File: config.mk
export PLATFORM = sky130hd
export DESIGN_NAME = serial_frame_monitor
export DESIGN_NICKNAME = d
export VERILOG_FILES = /design/src/rtl/serial_pkg.sv /design/src/rtl/serial_pattern_window.sv /design/src/rtl/serial_frame_monitor.sv
export SDC_FILE = /design/constraint.sdc
export NUM_CORES = 1
export LEC_CHECK = 0
export BUFFER_PORTS_ARGS = -buffer_cell sky130_fd_sc_hd__buf_2
export CAP_MARGIN = 10
export CORE_MARGIN = 2
export CORE_UTILIZATION = 35
export DETAILED_ROUTE_END_ITERATION = 10
export PLACE_DENSITY = 0.51
export RECOVER_POWER = 25
export SYNTH_ARGS = -nofsm -noshare
export SYNTH_HDL_FRONTEND = slang
export SYNTH_HIERARCHICAL = 1
export SYNTH_SLANG_ARGS = --single-unit
File: constraint.sdc
create_clock -name clk -period 4.9 [get_ports clk]
set_input_delay 0.49 -clock clk [delete_from_list [all_inputs] [get_ports clk]]
set_output_delay 0.49 -clock clk [all_outputs]
set_load 0.01 [all_outputs]
File: src/rtl/serial_pkg.sv
// rtl/serial_pkg.sv - shared state encoding for the serial detector blocks
package serial_pkg;

    localparam int STATE_W = 2;

    typedef enum logic [STATE_W-1:0] {
        ST_IDLE   = 2'd0,
        ST_RUN    = 2'd1,
        ST_REPORT = 2'd2
    } state_t;

endpackage

File: src/rtl/serial_pattern_window.sv
// rtl/serial_pattern_window.sv - sliding bit window with pattern comparator
module serial_pattern_window #(
    parameter int                 PAT_LEN = 3,
    parameter logic [PAT_LEN-1:0] PATTERN = 3'b111
) (
    input  logic clk,
    input  logic rst,
    input  logic clr,
    input  logic shift_en,
    input  logic din,
    output logic match
);

    // Only the PAT_LEN-1 older bits need storing; the newest bit is din itself.
    localparam int HW = (PAT_LEN > 1) ? PAT_LEN - 1 : 1;

    logic [HW-1:0]      hist;
    logic [PAT_LEN-1:0] window_nxt;

    generate
        if (PAT_LEN == 1) begin : g_single
            assign window_nxt = din;
        end else begin : g_multi
            assign window_nxt = {hist, din};
        end
    endgenerate

    always_ff @(posedge clk) begin
        if (rst || clr) begin
            hist <= '0;
        end else if (shift_en) begin
            hist <= window_nxt[HW-1:0];
        end
    end

    assign match = (window_nxt == PATTERN);

endmodule

File: src/rtl/serial_frame_monitor.sv
// rtl/serial_frame_monitor.sv - frames a serial bitstream, counts pattern hits per frame
// and reports the count over a valid/ready handshake with a sticky alarm.
module serial_frame_monitor
    import serial_pkg::*;
#(
    parameter int                 FRAME_LEN    = 8,
    parameter int                 PAT_LEN      = 3,
    parameter logic [PAT_LEN-1:0] PATTERN      = 3'b111,
    parameter int                 CNT_W        = 4,
    parameter int                 ALARM_THRESH = 1,
    parameter bit                 AUTO_RESTART = 1'b0
) (
    input  logic             clk,
    input  logic             rst,
    input  logic             start,
    input  logic             din,
    input  logic             din_valid,
    output logic             busy,
    output logic             pattern_hit,
    output logic             frame_valid,
    input  logic             frame_ready,
    output logic [CNT_W-1:0] hit_count,
    output logic             alarm,
    input  logic             clear_alarm
);

    localparam int BW = $clog2(FRAME_LEN + 1);

    state_t        state;
    logic [BW-1:0] bit_cnt;
    logic [BW-1:0] bit_cnt_nxt;
    logic          accept;
    logic          handshake;
    logic          frame_start;
    logic          win_match;
    logic          is_hit;
    logic          last_bit;

    assign accept      = (state == ST_RUN) && din_valid;
    assign handshake   = (state == ST_REPORT) && frame_ready;
    assign frame_start = ((state == ST_IDLE) && start) || (handshake && AUTO_RESTART);
    assign bit_cnt_nxt = bit_cnt + BW'(1);
    // Early bits of a frame cannot match: the window still holds cleared history.
    assign is_hit      = accept && win_match && (bit_cnt_nxt >= BW'(PAT_LEN));
    assign last_bit    = (bit_cnt_nxt == BW'(FRAME_LEN));

    serial_pattern_window #(
        .PAT_LEN (PAT_LEN),
        .PATTERN (PATTERN)
    ) u_window (
        .clk      (clk),
        .rst      (rst),
        .clr      (frame_start),
        .shift_en (accept),
        .din      (din),
        .match    (win_match)
    );

    always_ff @(posedge clk) begin
        if (rst) begin
            state       <= ST_IDLE;
            bit_cnt     <= '0;
            hit_count   <= '0;
            pattern_hit <= 1'b0;
            busy        <= 1'b0;
            frame_valid <= 1'b0;
        end else begin
            pattern_hit <= is_hit;
            case (state)
                ST_IDLE: begin
                    if (start) begin
                        state     <= ST_RUN;
                        busy      <= 1'b1;
                        bit_cnt   <= '0;
                        hit_count <= '0;
                    end
                end
                ST_RUN: begin
                    if (accept) begin
                        bit_cnt <= bit_cnt_nxt;
                        if (is_hit && (hit_count != {CNT_W{1'b1}})) begin
                            hit_count <= hit_count + CNT_W'(1);
                        end
                        if (last_bit) begin
                            state       <= ST_REPORT;
                            frame_valid <= 1'b1;
                        end
                    end
                end
                ST_REPORT: begin
                    if (frame_ready) begin
                        frame_valid <= 1'b0;
                        if (AUTO_RESTART) begin
                            state     <= ST_RUN;
                            bit_cnt   <= '0;
                            hit_count <= '0;
                        end else begin
                            state <= ST_IDLE;
                            busy  <= 1'b0;
                        end
                    end
                end
                default: begin
                    state       <= ST_IDLE;
                    busy        <= 1'b0;
                    frame_valid <= 1'b0;
                end
            endcase
        end
    end

    // A setting handshake beats a simultaneous clear.
    always_ff @(posedge clk) begin
        if (rst) begin
            alarm <= 1'b0;
        end else if (handshake && (int'(hit_count) >= ALARM_THRESH)) begin
            alarm <= 1'b1;
        end else if (clear_alarm) begin
            alarm <= 1'b0;
        end
    end

endmodule

==> results of run 1 <==
registers in the layout, indices dropped and copies added, names as in the netlist:
register	cells
bit_cnt	4
hit_count	4
state	2
u_window/hist	2
alarm	1
busy	1
frame_valid	1
pattern_hit	1
routing by layer:
layer | routed length, microns | vias to the layer above | GRT usage (%)
li1 | - | 421 | -
met1 | 1050 | 349 | 22.1
met2 | 861 | 14 | 24.2
met3 | 93 | 2 | 5.65
met4 | 13 | 0 | 2.44
met5 | 0 | - | 0
power groups by stage:
stage          sequential [mW]  clock [mW]  combinational, mW
4_1_cts                  0.136      0.0950             0.0244
6_report                 0.136      0.0890             0.0240
2_1_floorplan            0.137           0             0.0180
3_5_place_dp             0.139           0             0.0244
5_1_grt                  0.136      0.0978             0.0269
3_3_place_gp             0.139           0             0.0242
layout make-up:
type,count,share of cell area [%]
clock buffers,4,3.52
inverters,6,2.19
multi-input cells,78,53.3
flip-flops and latches,16,31.1
well taps,30,3.65
repair buffers,14,6.20
cell usage in the layout (no fill, tap or decap), types with 2 or more instances in the layout:
cell type   n
a211o_1     2
a21oi_1    11
and2_1      3
and3_1      3
buf_2       9
clkbuf_1    5
clkbuf_4    3
dfxtp_1    16
ha_1        5
inv_1       6
mux2i_1     2
nand2_1     3
nand3_1     2
nor2_1      8
nor3_1      4
nor4_1      2
nor4b_1     2
o21ai_0     5
kinds of logic (layout without fill, tap and decap cells):
group | count (synthesis) | after routing | share of synthesized area (%)
and+or+nand+nor | 40 | 40 | 27.8
buffers and inverters | 10 | 24 | 4.53
DFF | 16 | 16 | 35.2
adders and majority gates | 5 | 5 | 6.87
muxes | 3 | 3 | 3.43
AOI/OAI and AO/OA | 30 | 30 | 22.3
critical path: cells and delay by family (launching register included):
family          cells  cell delay [ns]
compound gates      1             0.31
fa+ha+maj           1             0.22
buf+inv             1             0.09
flops               1             0.48
simple gates        3             0.67
worst min path at each step:
stage,to,slack [ns]
after detailed placement,alarm,0.48
after floorplan,bit_cnt[3],0.47
after CTS,alarm,0.48
after global routing,alarm,0.49
after global placement,alarm,0.46
final,state[0],0.49
stage by stage:
stage	total power [mW]	instance area (sq um)	utilization [%]	hold WS [ns]	worst slack [ns]
global route	0.261	1030	41.6	0.492	2.89
finish	0.249	1030	41.6	0.489	3.02
floorplan	0.155	911	-	0.465	3.19
CTS	0.255	1040	41.8	0.483	3.05
detailed placement	0.163	1000	40.4	0.476	3.09
global placement	0.163	1000	40.4	0.464	3.09
==> flow_metrics.env, run 1 <==
export IMPL_combPwrFrac_pct=9.6
export IMPL_htreeDepth=1
export IMPL_die_x_microns=55.0
export IMPL_cts_tree="yes"
export IMPL_yosys_register_bits=16
export IMPL_dieArea_sq_mm=0.00303
export IMPL_synth_warnings=6
export IMPL_n_fill_cell=265
export IMPL_worst_r2r_path_depth=6
export IMPL_syn_avg_cell_area_sq_um=8.76
export IMPL_final_cells=148
export IMPL_synth_area_sq_um=911
export IMPL_start_kind="flop"
export IMPL_status="finished clean"
export IMPL_swShare_pct=24.9
export IMPL_viasPerCell=5.31
export IMPL_dp_cells=144
export IMPL_grt_pass1_vias=723
export IMPL_leakagePower_nw=0.422
export IMPL_synth_cell_types=44
export IMPL_required_ns=5.08
export IMPL_overflow=0
export IMPL_hold_class="primary input to flop"
export IMPL_rrSetupSlack_ns=3.02
export IMPL_crit_end="hit_count[1]"
export IMPL_reg2reg_to="hit_count[1]"
export IMPL_clock_latency_ns=0.29
export IMPL_routedWlPerCell_microns=13.6
export IMPL_cp_arrival_ns=2.06
export IMPL_drt_iter0_markers=4
export IMPL_tightestPinTransition_ns=0.469
export IMPL_power_switching_mw=0.0620
export IMPL_period_needed_ns=1.88
export IMPL_place_hpwl_microns=1450
export IMPL_timing_rr_start="bit_cnt[0]"
export IMPL_synth_edf_count=0
export IMPL_path_class="flop to flop"
export IMPL_worstSetupEndpointType="flop"
export IMPL_postSynthCellCount=104
export IMPL_core_sq_mm=0.00248
export IMPL_n_antenna_cell=0
export IMPL_pwr_density_cell_mw_per_mm2=242
export IMPL_yosysTopAreaCell="dfxtp_1"
export IMPL_hold_buffers=0
export IMPL_ir_drop_mv=0.171
export IMPL_max_cap_violations=0
export IMPL_crit_start="bit_cnt[0]"
export IMPL_cpMaxStageDelayCell="dfxtp_1"
export IMPL_drcViolationCount=0
export IMPL_finalSetupTns_ns=0
export IMPL_clkPwrFrac_pct=35.8
export IMPL_rsz0062_at_grt="no"
export IMPL_slowest_delay_ns=0.48
export IMPL_initial_core_util_pct=36.8
export IMPL_ant_nets=0
export IMPL_worstPathMaxFanout=8
export IMPL_num_vias=786
export IMPL_path_clk_slew_ns=0.10
export IMPL_finalHoldViolCount=0
export IMPL_area_delta_synth_final_pct=13.0
export IMPL_wirelength_microns=2020
export IMPL_finalSetupViolations=0
export IMPL_firstDrtPassIters=4
export IMPL_grt_antenna_before_repair=0
export IMPL_grt_usage_pct=15.9
export IMPL_num_rows=18
export IMPL_place_gp_congestion=0.821
export IMPL_numCtsBuffers=3
export IMPL_crit_chain="inv_1, ha_1, or4_1, nand4_2, nor4_1, a221o_1"
export IMPL_postCtsSetupBuffers=0
export IMPL_synth_area_leaders="dfxtp_1, ha_1, a21oi_1"
export IMPL_chipHeight_microns=55.0
export IMPL_grt_first_pass_wirelength_microns=3400
export IMPL_async_flop_share_pct=0
export IMPL_post_cts_resized=0
export IMPL_yosysSeqAreaShare_pct=35.2
export IMPL_clock_sinks=16
export IMPL_drv_slew=0
export IMPL_relSlewSlack_pct=68.7
export IMPL_multi_input_area_sq_um=549
export IMPL_synth_top_area_share_pct=35.2
export IMPL_drive_gt1_share_pct=16.1
export IMPL_power_frac_seq_pct=54.6
export IMPL_regArea_sq_um=320
export IMPL_syn_nets=116
export IMPL_clk_path_buf_depth=2
export IMPL_ios=15
export IMPL_nets=131
export IMPL_root_buffer="clkbuf_4"
export IMPL_skew_ns=0.00730
export IMPL_hold_depth=3
export IMPL_internal_power_mw=0.187
export IMPL_netlist_top_cells_count="dfxtp_1, a21oi_1, nor2_1"
export IMPL_hp_start="start"
export IMPL_yosysMostFrequentCell="dfxtp_1"
export IMPL_max_freq_mhz=532
export IMPL_period_share_pct=38.3
export IMPL_grt_max_degree=20
export IMPL_ys_flop_type="dfxtp_1"
export IMPL_io_buffers=14
No activity file was read; power rests on OpenSTA's default activity.
==> inputs of run 2 (changes only) <==
--- a/config.mk
+++ b/config.mk
@@ -10,7 +10,7 @@
 export CORE_MARGIN = 2
 export CORE_UTILIZATION = 35
 export DETAILED_ROUTE_END_ITERATION = 10
-export PLACE_DENSITY = 0.51
+export PLACE_DENSITY = 0.53
 export RECOVER_POWER = 25
 export SYNTH_ARGS = -nofsm -noshare
 export SYNTH_HDL_FRONTEND = slang
==> constraint.sdc (replaced) <==
create_clock -name clk -period 1.6 [get_ports clk]
set_input_delay 0.16 -clock clk [delete_from_list [all_inputs] [get_ports clk]]
set_output_delay 0.16 -clock clk [all_outputs]
set_load 0.01 [all_outputs]
==> run 2 against run 1 <==
Clock skew is 0.0025 ns higher. The run now ends with negative setup slack left. Critical path type unchanged. Critical endpoint unchanged. Hold slack lost 0.33 ns. Sequential power rose to 3.0 times the previous value. Sequential share of layout area fell by 4.2 points. Flip-flop and latch count unchanged. Count of clock-buffer cells in the layout unchanged. Cell area up 21%. First-iteration DRC count grew 130%. Via count rose by 14%.
==> flow_metrics.env, run 2 (same netlist as run 1, synthesis figures left out) <==
export IMPL_path_class="flop to flop"
export IMPL_grt_usage_pct=16.5
export IMPL_crit_chain="buf_4, a21bo_1, a41o_1, o21a_1, a221o_1"
export IMPL_initial_core_util_pct=36.8
export IMPL_internal_power_mw=0.534
export IMPL_clock_latency_ns=0.28
export IMPL_drcViolationCount=0
export IMPL_placed_cell_area_sq_mm=0.00114
export IMPL_final_common_cell="buf_4"
export IMPL_pwr_density_cell_mw_per_mm2=580
export IMPL_rsz0062_at_grt="yes"
export IMPL_worstSetupEndpointType="flop"
export IMPL_core_sq_mm=0.00248
export IMPL_hold_depth=4
export IMPL_worst_r2r_path_depth=5
export IMPL_period_share_pct=101
export IMPL_required_ns=1.78
export IMPL_skew_ns=0.00984
export IMPL_grt_pass1_vias=793
export IMPL_clk_path_buf_depth=2
export IMPL_ir_drop_mv=0.408
export IMPL_utilization_pct=50.2
export IMPL_ios=15
export IMPL_power_frac_seq_pct=56.5
export IMPL_final_cells=165
export IMPL_finalSetupViolations=1
export IMPL_violations="negative setup slack"
export IMPL_io_buffers=14
export IMPL_max_cap_violations=0
export IMPL_largest_registers="bit_cnt: 4 flops, hit_count: 4 flops"
export IMPL_dieArea_sq_mm=0.00303
export IMPL_place_gp_congestion=0.860
export IMPL_fin_ws_ns=-0.0238
export IMPL_relSlewSlack_pct=75.3
export IMPL_hold_class="primary input to flop"
export IMPL_grt_first_pass_wirelength_microns=3530
export IMPL_cp_arrival_ns=1.81
export IMPL_cpMaxStageDelayCell="dfxtp_4"
export IMPL_grt_max_degree=20
export IMPL_firstDrtPassIters=4
export IMPL_num_vias=894
export IMPL_place_hpwl_microns=1630
export IMPL_dp_cells=158
export IMPL_start_kind="flop"
export IMPL_clock_sinks=16
export IMPL_wirelength_microns=2190
export IMPL_fin_area_sq_mm=0.00124
export IMPL_tightestPinTransition_ns=0.370
export IMPL_slowest_delay_ns=0.38
export IMPL_area_delta_synth_final_pct=36.5
export IMPL_hold_ws_ns=0.163
export IMPL_drv_slew=0
export IMPL_n_antenna_cell=0
export IMPL_finalHoldViolCount=0
export IMPL_period_needed_ns=1.62
export IMPL_status="finished with violations"
export IMPL_worstPathMaxFanout=5
export IMPL_clkPwrFrac_pct=30.9
export IMPL_nets=148
export IMPL_htreeDepth=1
export IMPL_combPwrFrac_pct=12.6
export IMPL_numCtsBuffers=3
export IMPL_power_mw=0.722
export IMPL_overflow=0
export IMPL_drt_iter0_markers=9
export IMPL_swShare_pct=26.0
export IMPL_crit_cells=5
export IMPL_mostFrequentLayoutCells="buf_4, a21oi_1, dfxtp_1, buf_2, nor2_1"
export IMPL_path_clk_slew_ns=0.10
export IMPL_viasPerCell=5.42
export IMPL_routedWlPerCell_microns=13.2
export IMPL_root_buffer="clkbuf_4"
export IMPL_power_switching_mw=0.187
export IMPL_cp_top_family="compound AO/OA/AOI/OAI gates"
export IMPL_grt_antenna_before_repair=0
export IMPL_die_x_microns=55.0
export IMPL_drive_gt1_share_pct=36.3
export IMPL_leakagePower_nw=0.511
export IMPL_cts_tree="yes"
export IMPL_chipHeight_microns=55.0
export IMPL_ant_nets=0
export IMPL_max_freq_mhz=616
export IMPL_hold_buffers=0
export IMPL_num_rows=18
export IMPL_critPathBufInv=1
[run 2: cell count changes in the layout (fill, tap and decap cells not counted), sizes merged]
cell / delta
buf: +18
clkbuf: -1
[run 2: power groups by stage]
| stage | Sequential, mW | Clock (mW) | Combinational (mW) |
|---|---|---|---|
| after global routing | 0.409 | 0.253 | 0.101 |
| after CTS | 0.409 | 0.237 | 0.0910 |
| after floorplan | 0.417 | 0 | 0.0552 |
| final | 0.408 | 0.223 | 0.0907 |
| after global placement | 0.416 | 0 | 0.0856 |
| after detailed placement | 0.417 | 0 | 0.0859 |
[run 2: metrics by stage]
step,setup slack [ns],TNS (ns)
after global placement,-0.0319,-0.0392
final,-0.0238,-0.0238
after detailed placement,-0.0496,-0.0886
after CTS,-0.0533,-0.0956
after global routing,-0.0568,-0.214
after floorplan,0.00517,0
[run 2: per-layer routing]
metal  routed length [microns]  GRT usage [%]  share of wire, %  vias to the layer above
li1                          -              -                 -                      457
met2                      1030           27.0                47                       10
met4                        13           7.32              0.59                        0
met1                      1080           20.7                49                      425
met5                         0              0                 0                        -
met3                        65           3.49               3.0                        2
[run 2: worst register-to-register path, cell delays in order, from the launching register on]
cell and delay, ns:
dfxtp_4 0.38, buf_4 0.15, a21bo_1 0.21, a41o_1 0.24, o21a_1 0.24, a221o_1 0.32
[run 2: final timing paths]
path	startpoint	to	slack [ns]
setup / recovery	bit_cnt[1]	hit_count[1]	-0.02
hold / removal	clear_alarm	alarm	0.16
setup reg to reg	bit_cnt[1]	hit_count[1]	-0.02
hold reg to reg	alarm	alarm	0.50
[run 2: timing repair]
action                     in CTS  in global routing
buffers inserted                2                  1
pin swaps                       6                  5
setup endpoints to repair       3                  7
resized for setup               8                  4
[run 2: cell type report]
class	count	area, sq um
well taps	30	37.5
clock buffers	4	26.3
repair buffers	31	193
fillers	245	1230
inverters	6	25.0
flip-flops and latches	16	334
multi-input cells	78	628
